<file path="src/rtl/regfile_dump_reader_if.sv">
// rtl/regfile_dump_reader_if.sv - register-file read port and byte stream bundle for the dump reader
//
// Signals:
//   rd_en    master->slave  read strobe, one cycle per register
//   rd_addr  master->slave  register address presented with rd_en
//   rd_data  slave->master  read data, valid the cycle after rd_en
//   tx_data  master->slave  stream byte
//   tx_valid master->slave  tx_data valid
//   tx_ready slave->master  sink accepts the byte on tx_valid && tx_ready
interface regfile_dump_reader_if #(
    parameter int ADDR_W = 5,
    parameter int DATA_W = 32
);
    logic              rd_en;
    logic [ADDR_W-1:0] rd_addr;
    logic [DATA_W-1:0] rd_data;
    logic [7:0]        tx_data;
    logic              tx_valid;
    logic              tx_ready;

    modport master (
        output rd_en, rd_addr, tx_data, tx_valid,
        input  rd_data, tx_ready
    );

    modport slave (
        input  rd_en, rd_addr, tx_data, tx_valid,
        output rd_data, tx_ready
    );
endinterface

</file>
<file path="src/rtl/regfile_dump_reader.sv">
// rtl/regfile_dump_reader.sv - walks every register through a spare read port and streams it as a framed byte stream
//
// Ports:
//   clk    single clock, rising edge
//   rst_n  asynchronous active-low reset
//   start  request a dump, sampled only while idle
//   busy   frame in progress
//   done   one-cycle pulse after the checksum byte is accepted
//   bus    register read port (rd_en/rd_addr/rd_data) and byte stream (tx_data/tx_valid/tx_ready)
//
// Frame: HEADER, 4 bytes per register MSB first, then XOR of all data bytes.
module regfile_dump_reader #(
    parameter int         NUM_REGS = 32,
    parameter int         ADDR_W   = 5,
    parameter int         DATA_W   = 32,
    parameter logic [7:0] HEADER   = 8'hA5
) (
    input  logic                  clk,
    input  logic                  rst_n,
    input  logic                  start,
    output logic                  busy,
    output logic                  done,
    regfile_dump_reader_if.master bus
);
    typedef enum logic [2:0] {
        S_IDLE,
        S_HDR,
        S_READ,
        S_CAPT,
        S_SEND,
        S_CHK
    } state_t;

    localparam logic [ADDR_W-1:0] LAST_IDX = ADDR_W'(NUM_REGS - 1);

    state_t            state_q, state_d;
    logic [ADDR_W-1:0] idx_q, idx_d;
    logic [7:0]        chk_q, chk_d;
    logic [DATA_W-1:0] shift_q, shift_d;
    logic [1:0]        byte_cnt_q, byte_cnt_d;
    logic              done_q, done_d;

    always_ff @(posedge clk or negedge rst_n) begin
        if (!rst_n) begin
            state_q    <= S_IDLE;
            idx_q      <= '0;
            chk_q      <= '0;
            shift_q    <= '0;
            byte_cnt_q <= '0;
            done_q     <= 1'b0;
        end else begin
            state_q    <= state_d;
            idx_q      <= idx_d;
            chk_q      <= chk_d;
            shift_q    <= shift_d;
            byte_cnt_q <= byte_cnt_d;
            done_q     <= done_d;
        end
    end

    always_comb begin
        state_d      = state_q;
        idx_d        = idx_q;
        chk_d        = chk_q;
        shift_d      = shift_q;
        byte_cnt_d   = byte_cnt_q;
        done_d       = 1'b0;
        bus.rd_en    = 1'b0;
        bus.tx_valid = 1'b0;
        bus.tx_data  = 8'h00;

        case (state_q)
            S_IDLE: begin
                if (start) begin
                    state_d = S_HDR;
                    idx_d   = '0;
                    chk_d   = '0;
                end
            end
            S_HDR: begin
                bus.tx_valid = 1'b1;
                bus.tx_data  = HEADER;
                if (bus.tx_ready) state_d = S_READ;
            end
            S_READ: begin
                bus.rd_en = 1'b1;
                state_d   = S_CAPT;
            end
            S_CAPT: begin
                // Read data is captured once here, so stalls in SEND never re-read the file.
                shift_d    = bus.rd_data;
                byte_cnt_d = '0;
                state_d    = S_SEND;
            end
            S_SEND: begin
                bus.tx_valid = 1'b1;
                bus.tx_data  = shift_q[DATA_W-1 -: 8];
                if (bus.tx_ready) begin
                    chk_d      = chk_q ^ shift_q[DATA_W-1 -: 8];
                    shift_d    = shift_q << 8;
                    byte_cnt_d = byte_cnt_q + 2'd1;
                    if (byte_cnt_q == 2'd3) begin
                        if (idx_q == LAST_IDX) begin
                            state_d = S_CHK;
                        end else begin
                            idx_d   = idx_q + 1'b1;
                            state_d = S_READ;
                        end
                    end
                end
            end
            S_CHK: begin
                bus.tx_valid = 1'b1;
                bus.tx_data  = chk_q;
                if (bus.tx_ready) begin
                    state_d = S_IDLE;
                    idx_d   = '0;  // rd_addr reads 0 whenever idle
                    done_d  = 1'b1;
                end
            end
            default: state_d = S_IDLE;
        endcase
    end

    assign bus.rd_addr = idx_q;
    assign busy        = (state_q != S_IDLE);
    assign done        = done_q;
endmodule
</file>
<file path="src/flat_wrapper.sv">
// flat-port wrapper written by rule: the top's interface ports become plain ports
module regfile_dump_reader_flat 
#(
    parameter int         NUM_REGS = 32,
    parameter int         ADDR_W   = 5,
    parameter int         DATA_W   = 32,
    parameter logic [7:0] HEADER   = 8'hA5
)
  (clk, rst_n, start, busy, done, bus_rd_en, bus_rd_addr, bus_tx_data, bus_tx_valid, bus_rd_data, bus_tx_ready);
  regfile_dump_reader_if #(.ADDR_W(ADDR_W), .DATA_W(DATA_W)) bus_i ();
  input  logic clk;
  input  logic rst_n;
  input  logic start;
  output logic busy;
  output logic done;
  output wire logic [$bits(bus_i.rd_en)-1:0] bus_rd_en;
  output wire logic [$bits(bus_i.rd_addr)-1:0] bus_rd_addr;
  output wire logic [$bits(bus_i.tx_data)-1:0] bus_tx_data;
  output wire logic [$bits(bus_i.tx_valid)-1:0] bus_tx_valid;
  input wire logic [$bits(bus_i.rd_data)-1:0] bus_rd_data;
  input wire logic [$bits(bus_i.tx_ready)-1:0] bus_tx_ready;
  assign bus_rd_en = bus_i.rd_en;
  assign bus_rd_addr = bus_i.rd_addr;
  assign bus_tx_data = bus_i.tx_data;
  assign bus_tx_valid = bus_i.tx_valid;
  assign bus_i.rd_data = bus_rd_data;
  assign bus_i.tx_ready = bus_tx_ready;
  regfile_dump_reader #(.NUM_REGS(NUM_REGS), .ADDR_W(ADDR_W), .DATA_W(DATA_W), .HEADER(HEADER)) u_core (.clk(clk), .rst_n(rst_n), .start(start), .busy(busy), .done(done), .bus(bus_i));
endmodule
</file>
<file path="config.mk">
export PLATFORM = sky130hd
export DESIGN_NAME = regfile_dump_reader_flat
export DESIGN_NICKNAME = d
export VERILOG_FILES = /design/src/rtl/regfile_dump_reader_if.sv /design/src/rtl/regfile_dump_reader.sv /design/src/flat_wrapper.sv
export SDC_FILE = /design/constraint.sdc
export NUM_CORES = 1
export LEC_CHECK = 0
export CORE_ASPECT_RATIO = 0.8
export CORE_MARGIN = 4
export CORE_UTILIZATION = 25
export CTS_CLUSTER_DIAMETER = 80
export DETAILED_ROUTE_END_ITERATION = 12
export HOLD_SLACK_MARGIN = 0.02
export PLACE_DENSITY = 0.55
export SLEW_MARGIN = 25
export SYNTH_ARGS = -nofsm -noshare
export SYNTH_HDL_FRONTEND = slang
export SYNTH_SLANG_ARGS = --single-unit
</file>
<file path="constraint.sdc">
create_clock -name clk -period 2.3 [get_ports clk]
set_input_delay 0.46 -clock clk [delete_from_list [all_inputs] [get_ports clk]]
set_output_delay 0.46 -clock clk [all_outputs]
set_load 0.01 [all_outputs]
</file>
==> reports/results.ini <==
[sta]
timing.final.hold_violations=0
tightestPinTransition_ps=546
slew_headroom_pct=63.6
worst_slack_ps=78.3
min_period_over_period_pct=96.6
finalSetupTns_ps=0
rsz0062_at_grt=false
fmax_ghz=0.450
fin_crit_ps=2220
holdWs_ps=155
report.final.setup_viol=0
slew_viol_final=0
skew_ps=5.85

[floorplan]
core_sq_mm=0.00977
dieArea_sq_mm=0.0118
rows=32
io_pins=53
die_x_um=120
die_h_um=97.9
floorplan.initialDensity_pct=25.9

[critical_path]
crit_path_end_kind=output port
crit_type=reg2out
required_ps=1840
cp-startpoint=u_core.state_q[0]
worst-path-max-fanout=12
timing.rr.start=u_core.bus.rd_addr[0]
arrival_ps=1760
start_kind=register

[logic_synthesis]
synth_edf_count=0
avgSynthCellArea_sq_um=10.1
synth_warnings=0
synthTopCellsByArea=dfrtp_1 (51%), mux2i_1 (12%), nand2_1 (6.4%), o21ai_0 (3.8%), a22o_1 (2.8%)
ys_dominant_reg_cell=dfrtp_1
synthArstFlopShare_pct=100
yosys.area.top_type_share_pct=50.5
yosys.cell_count.top_type=dfrtp_1
synth_largest_area_cell=dfrtp_1
synth_top_family_by_area=simple AND/OR/NAND/NOR gates
synth_mux_area_share_pct=12.8
synth_adder_area_share_pct=1.49
synth.distinct_cells=37
synth_cells=249
synth_compound_area_share_pct=12.6
ys_ff_latch=51
synth_nets=288
synth.top_cells.by_count=dfrtp_1 (51), nand2_1 (43), mux2i_1 (30), o21ai_0 (19), nor2_1 (18)
yosysSeqAreaShare_pct=50.5
yosys.area_share.simple_pct=14.9
synth-xor-area-share_pct=2.77
synth_area_sq_mm=0.00253

[placed_design]
pre_cts_ws_ps=122
place.gp.congestion=0.784
dp_hpwl_um=4320
port_buffers=52

[global_route]
grt.total_usage_pct=10.3
grt_max_degree=37
grt_pass1_wl_um=10000
grt.overflow.total=0
antenna_found_initial=0
grt_pass1_vias=1902

[detailed_routing]
routed_wl_um=5890
ant_nets=0
vias_per_cell=4.25
first_iter_violations=91
routedWlPerCell_um=13.4
drcViolationCount=0
drt_pass1_iterations=4
vias=1873

[final_layout]
antenna_cells=0
multi_input_area_sq_mm=0.00115
final_core_util_pct=35.1
seq_area_sq_mm=0.00128
n_fill_cell=1029
syn2layout_area_growth_pct=35.6
final_nets=343
drive_above_1_share_pct=9.84

[cts]
clkLatencyLatePin_ps=290
numClockSinks=51
cts_tree=yes
clk_pin_slew_ps=70
clockBufferDepth=2
htreeDepth=2
cts-buffers-inserted=5
cts-root-buf=clkbuf_16
cts_hold_buf=0

[power_and_ir_drop]
power_density_mw_per_mm2=1070
ir_worst_vdd_mv=0.420
seqPwrFrac_pct=40.2
cellInternalPower_uw=2390
p_total_uw=3680
clock_power_share_pct=19.8
combPwrFrac_pct=39.9
power.switching_uw=1290
p_leak_uw=0.00147
swShare_pct=35.0

[status]
run_status=finished clean

[worst_hold_path]
holdCritPathClass=in2async

[flow_run]
cap_violations=0

critical path: stages (launching register included):
cell	delay, ps
dfrtp_1	430
buf_6	190
o21ai_0	90
a21oi_1	200
clkdlybuf4s50_1	570
cell families (layout without fill, tap and decap cells):
logic type / after synthesis / in the layout
and+or+nand+nor: 82 / 82
AOI/OAI and AO/OA: 52 / 52
DFF: 51 / 51
muxes: 32 / 32
buffers and inverters: 21 / 77
xor gates and xnor gates: 8 / 8
adders and majority gates: 3 / 3
layout make-up:
type	count	share of cell area, %
inverters	6	0.658
multi-input cells	177	33.5
well taps	136	4.97
repair buffers	63	19.5
clock inverters	2	0.365
clock buffers	6	3.76
flip-flops and latches	51	37.3
stage by stage:
stage	std cells	area, sq um
after CTS	440	3410
after global placement	432	3260
after floorplan	249	2530
after detailed placement	432	3260
final	441	3420
after global routing	441	3420
state kept, by name (all words and copies together) (netlist names):
name and cells:
u_core.bus.rd_addr 5, u_core.byte_cnt_q 2, u_core.chk_q 8, u_core.done 1, u_core.shift_q 32, u_core.state_q 3
cells in the final DEF, fill, tap and decap left out, types with 6 or more instances in the layout:
master           count
o21ai_0             19
dfrtp_1             50
clkdlybuf4s50_1     50
a22o_1               8
nor2_1              18
xor2_1               8
mux2i_1             30
o21ai_1             12
a21oi_1              6
nand2_1             43
path summary, 6_finish.rpt:
kind                                              end  slack (ps)  depth (start not counted)
worst max-delay path                   bus_tx_data[2]          80                          4
max in group asynchronous           u_core.state_q[2]        1590                          2
worst min-delay path            u_core.bus.rd_addr[4]         160                          1
min in group clk                    u_core.shift_q[9]         480                          2
worst max register to register  u_core.bus.rd_addr[2]         290                          7
worst min register to register      u_core.shift_q[9]         480                          2
repair_timing:
item / CTS / global route
setup endpoints to repair: 4 / 9
gates resized for setup: 2 / 5
setup buffers: 0 / 1
power groups by stage:
stage	Sequential [uW]	Clock, uW	Combinational [uW]
after CTS	1480	743	1470
after global placement	1480	0	1430
final	1480	729	1470
after floorplan	1420	0	975
after global routing	1530	784	1640
after detailed placement	1490	0	1460
layer usage:
metal | routed length [um] | vias up | GRT usage (%) | share of wire (%)
li1 | - | 964 | - | -
met1 | 3210 | 868 | 16.0 | 54
met2 | 2370 | 41 | 14.1 | 40
met3 | 318 | 0 | 3.07 | 5.4
met4 | 0 | 0 | 1.92 | 0
met5 | 0 | - | 0 | 0
No activity file was read; power rests on OpenSTA's default activity.
==> edit: new RTL, same flow settings <==
Re-encode `state_t` (6 states) as one-hot, 6 bits wide.
--- a/src/rtl/regfile_dump_reader.sv
+++ b/src/rtl/regfile_dump_reader.sv
@@ -22,13 +22,13 @@
     output logic                  done,
     regfile_dump_reader_if.master bus
 );
-    typedef enum logic [2:0] {
-        S_IDLE,
-        S_HDR,
-        S_READ,
-        S_CAPT,
-        S_SEND,
-        S_CHK
+    typedef enum logic [5:0] {
+        S_IDLE = 6'b000001,
+        S_HDR  = 6'b000010,
+        S_READ = 6'b000100,
+        S_CAPT = 6'b001000,
+        S_SEND = 6'b010000,
+        S_CHK  = 6'b100000
     } state_t;
 
     localparam logic [ADDR_W-1:0] LAST_IDX = ADDR_W'(NUM_REGS - 1);
Check against the original RTL: same outputs for any inputs over 10 cycles, from zero or initial values and one cycle with rst_n low; not proved beyond that.
==> edit against the original RTL <==
Non-clock buffer count up 6; setup slack worse by 0.0097 ns; sequential cell count up 3; sequential power down 10%; wire length up 16%; register-to-register slack better by 0.02 ns; fmax down 0.44%; clock power up 8.5%; area after synthesis up 10%; cell area up 6.3%; via count up 14%; clock skew up 0.0032 ns; power down 13%; hold slack worse by 0.028 ns; largest power group unchanged.
==> edit: results (changes against the original RTL) <==
status finished clean (unchanged); clk buf depth 2 (unchanged); share of cells above drive strength 1 16.2% (was 9.84%); peak supply drop 460 µV (was 420 µV); first-pass GRT wire length 11400 µm (was 10000 µm); P_leak 1.61 nW (was 1.47 nW); largest cells by area after synthesis dfrtp_1 (48%), mux2i_1 (8.6%), a22o_1 (4.7%) (was dfrtp_1 (51%), mux2i_1 (12%), nand2_1 (6.4%)); Sequential Power Share 41.8% (was 40.2%); Post-CTS Resized 32 (was 2); vias in the first global route 2186 (was 1902); HPWL Detailed 4980 µm (was 4320 µm); synth cell count leaders dfrtp_1 (53), nand2_1 (32), mux2i_1 (24) (was dfrtp_1 (51), nand2_1 (43), mux2i_1 (30)); dpl cell area 3470 µm² (was 3260 µm²); post-CTS setup buffers 1 (was 0); # H-tree levels 2 (unchanged); largest net degree at the start of global routing 60 (was 37); crit path from u_core.state_q[3] (was u_core.state_q[0]); Post-synth ARST share 100% (unchanged); Starting Density 25.6% (was 25.9%); Net Switching 1.09 mW (was 1.29 mW); hold_ws 0.127 ns (was 0.155 ns); fin nets 352 (was 343); CTS Buf Count 5 (unchanged); part of the Yosys area used for sequential elements 48.7% (was 50.5%); Vias 2143 (was 1873); CTS root buf clkbuf_16 (unchanged); Post-Route WL 6860 µm (was 5890 µm); Initial DRC Count 139 (was 91); synth warn 0 (unchanged); flop2flop setup slack 0.31 ns (was 0.29 ns); Tot GR Track Use 11.0% (was 10.3%); Mapped Nets 296 (was 288); Setup Skew 0.00902 ns (was 0.00585 ns); largest registers u_core.shift_q (32), u_core.chk_q (8), u_core.state_q (6); fillers 1121 (was 1029); crit path max fanout 8 (was 12); PortBufs 52 (unchanged); Slew Limit Headroom 66.9% (was 63.6%); unique cell type count in the Yosys netlist 41 (was 37); Sw Share 34.2% (was 35.0%); R2R cell count 5 (was 7); ANT cells 0 (unchanged); R2R Path End u_core.shift_q[11] (was u_core.bus.rd_addr[2]); Setup WS pre-CTS -0.0318 ns (was 0.122 ns); placer congestion estimate 0.789 (was 0.784); P_clk 791 µW (was 729 µW); HP Class in -> async (unchanged); Clock Latency Late Sink 0.29 ns (about the same)
edit: worst max-delay path by stage:
stage          depth (start not counted)             end  slack [ns]
6_report                               5  bus_tx_data[1]        0.07
5_1_grt                                5  bus_tx_data[1]      0.0006
4_1_cts                                5  bus_tx_data[6]       0.007
3_5_place_dp                           5  bus_tx_data[2]       -0.03
3_3_place_gp                           5  bus_tx_data[7]        0.06
2_1_floorplan                          7  bus_tx_data[5]        0.26
edit: metal layers:
metal	GRT usage (%)	share of wire, %	vias up
li1	-	-	1049
met1	16.0	49	1033
met2	16.7	45	55
met4	2.64	0.99	0
met3	2.51	5.2	6
met5	0	0	-
edit: final cells by class:
cell class	count	area, µm²	area share, %
clock buffer	5	125	3.44
clock inverter	3	28.8	0.791
inverter	2	7.51	0.206
multi-input combinational	181	1310	35.9
sequential	54	1360	37.3
tap	144	180	4.95
timing repair buffer	69	637	17.5
edit: stage by stage:
| stage | util, % | cells | TNS [ns] |
|---|---|---|---|
| after CTS | 33.6 | 458 | 0 |
| final | 33.6 | 458 | 0 |
| after floorplan | - | 257 | 0 |
| after detailed placement | 32.0 | 449 | -0.101 |
| after global routing | 33.6 | 458 | 0 |
| after global placement | 32.0 | 449 | 0 |
edit: cells by family after synthesis:
family / count (synthesis) / synth area share, %
AND/OR/NAND/NOR: 79 / 15.5
AO/OA/AOI/OAI: 65 / 16.3
flip-flops: 54 / 48.7
multiplexers: 25 / 9.05
buffers and inverters: 22 / 6.22
XOR/XNOR: 9 / 2.84
adder cells (fa/ha/maj): 3 / 1.35
edit: critical path, cell delays in order (launching register included):
cell and delay (ns):
dfrtp_2 0.45, nor4_4 0.29, and3b_2 0.25, buf_6 0.13
a22o_1 0.13, clkdlybuf4s15_1 0.23
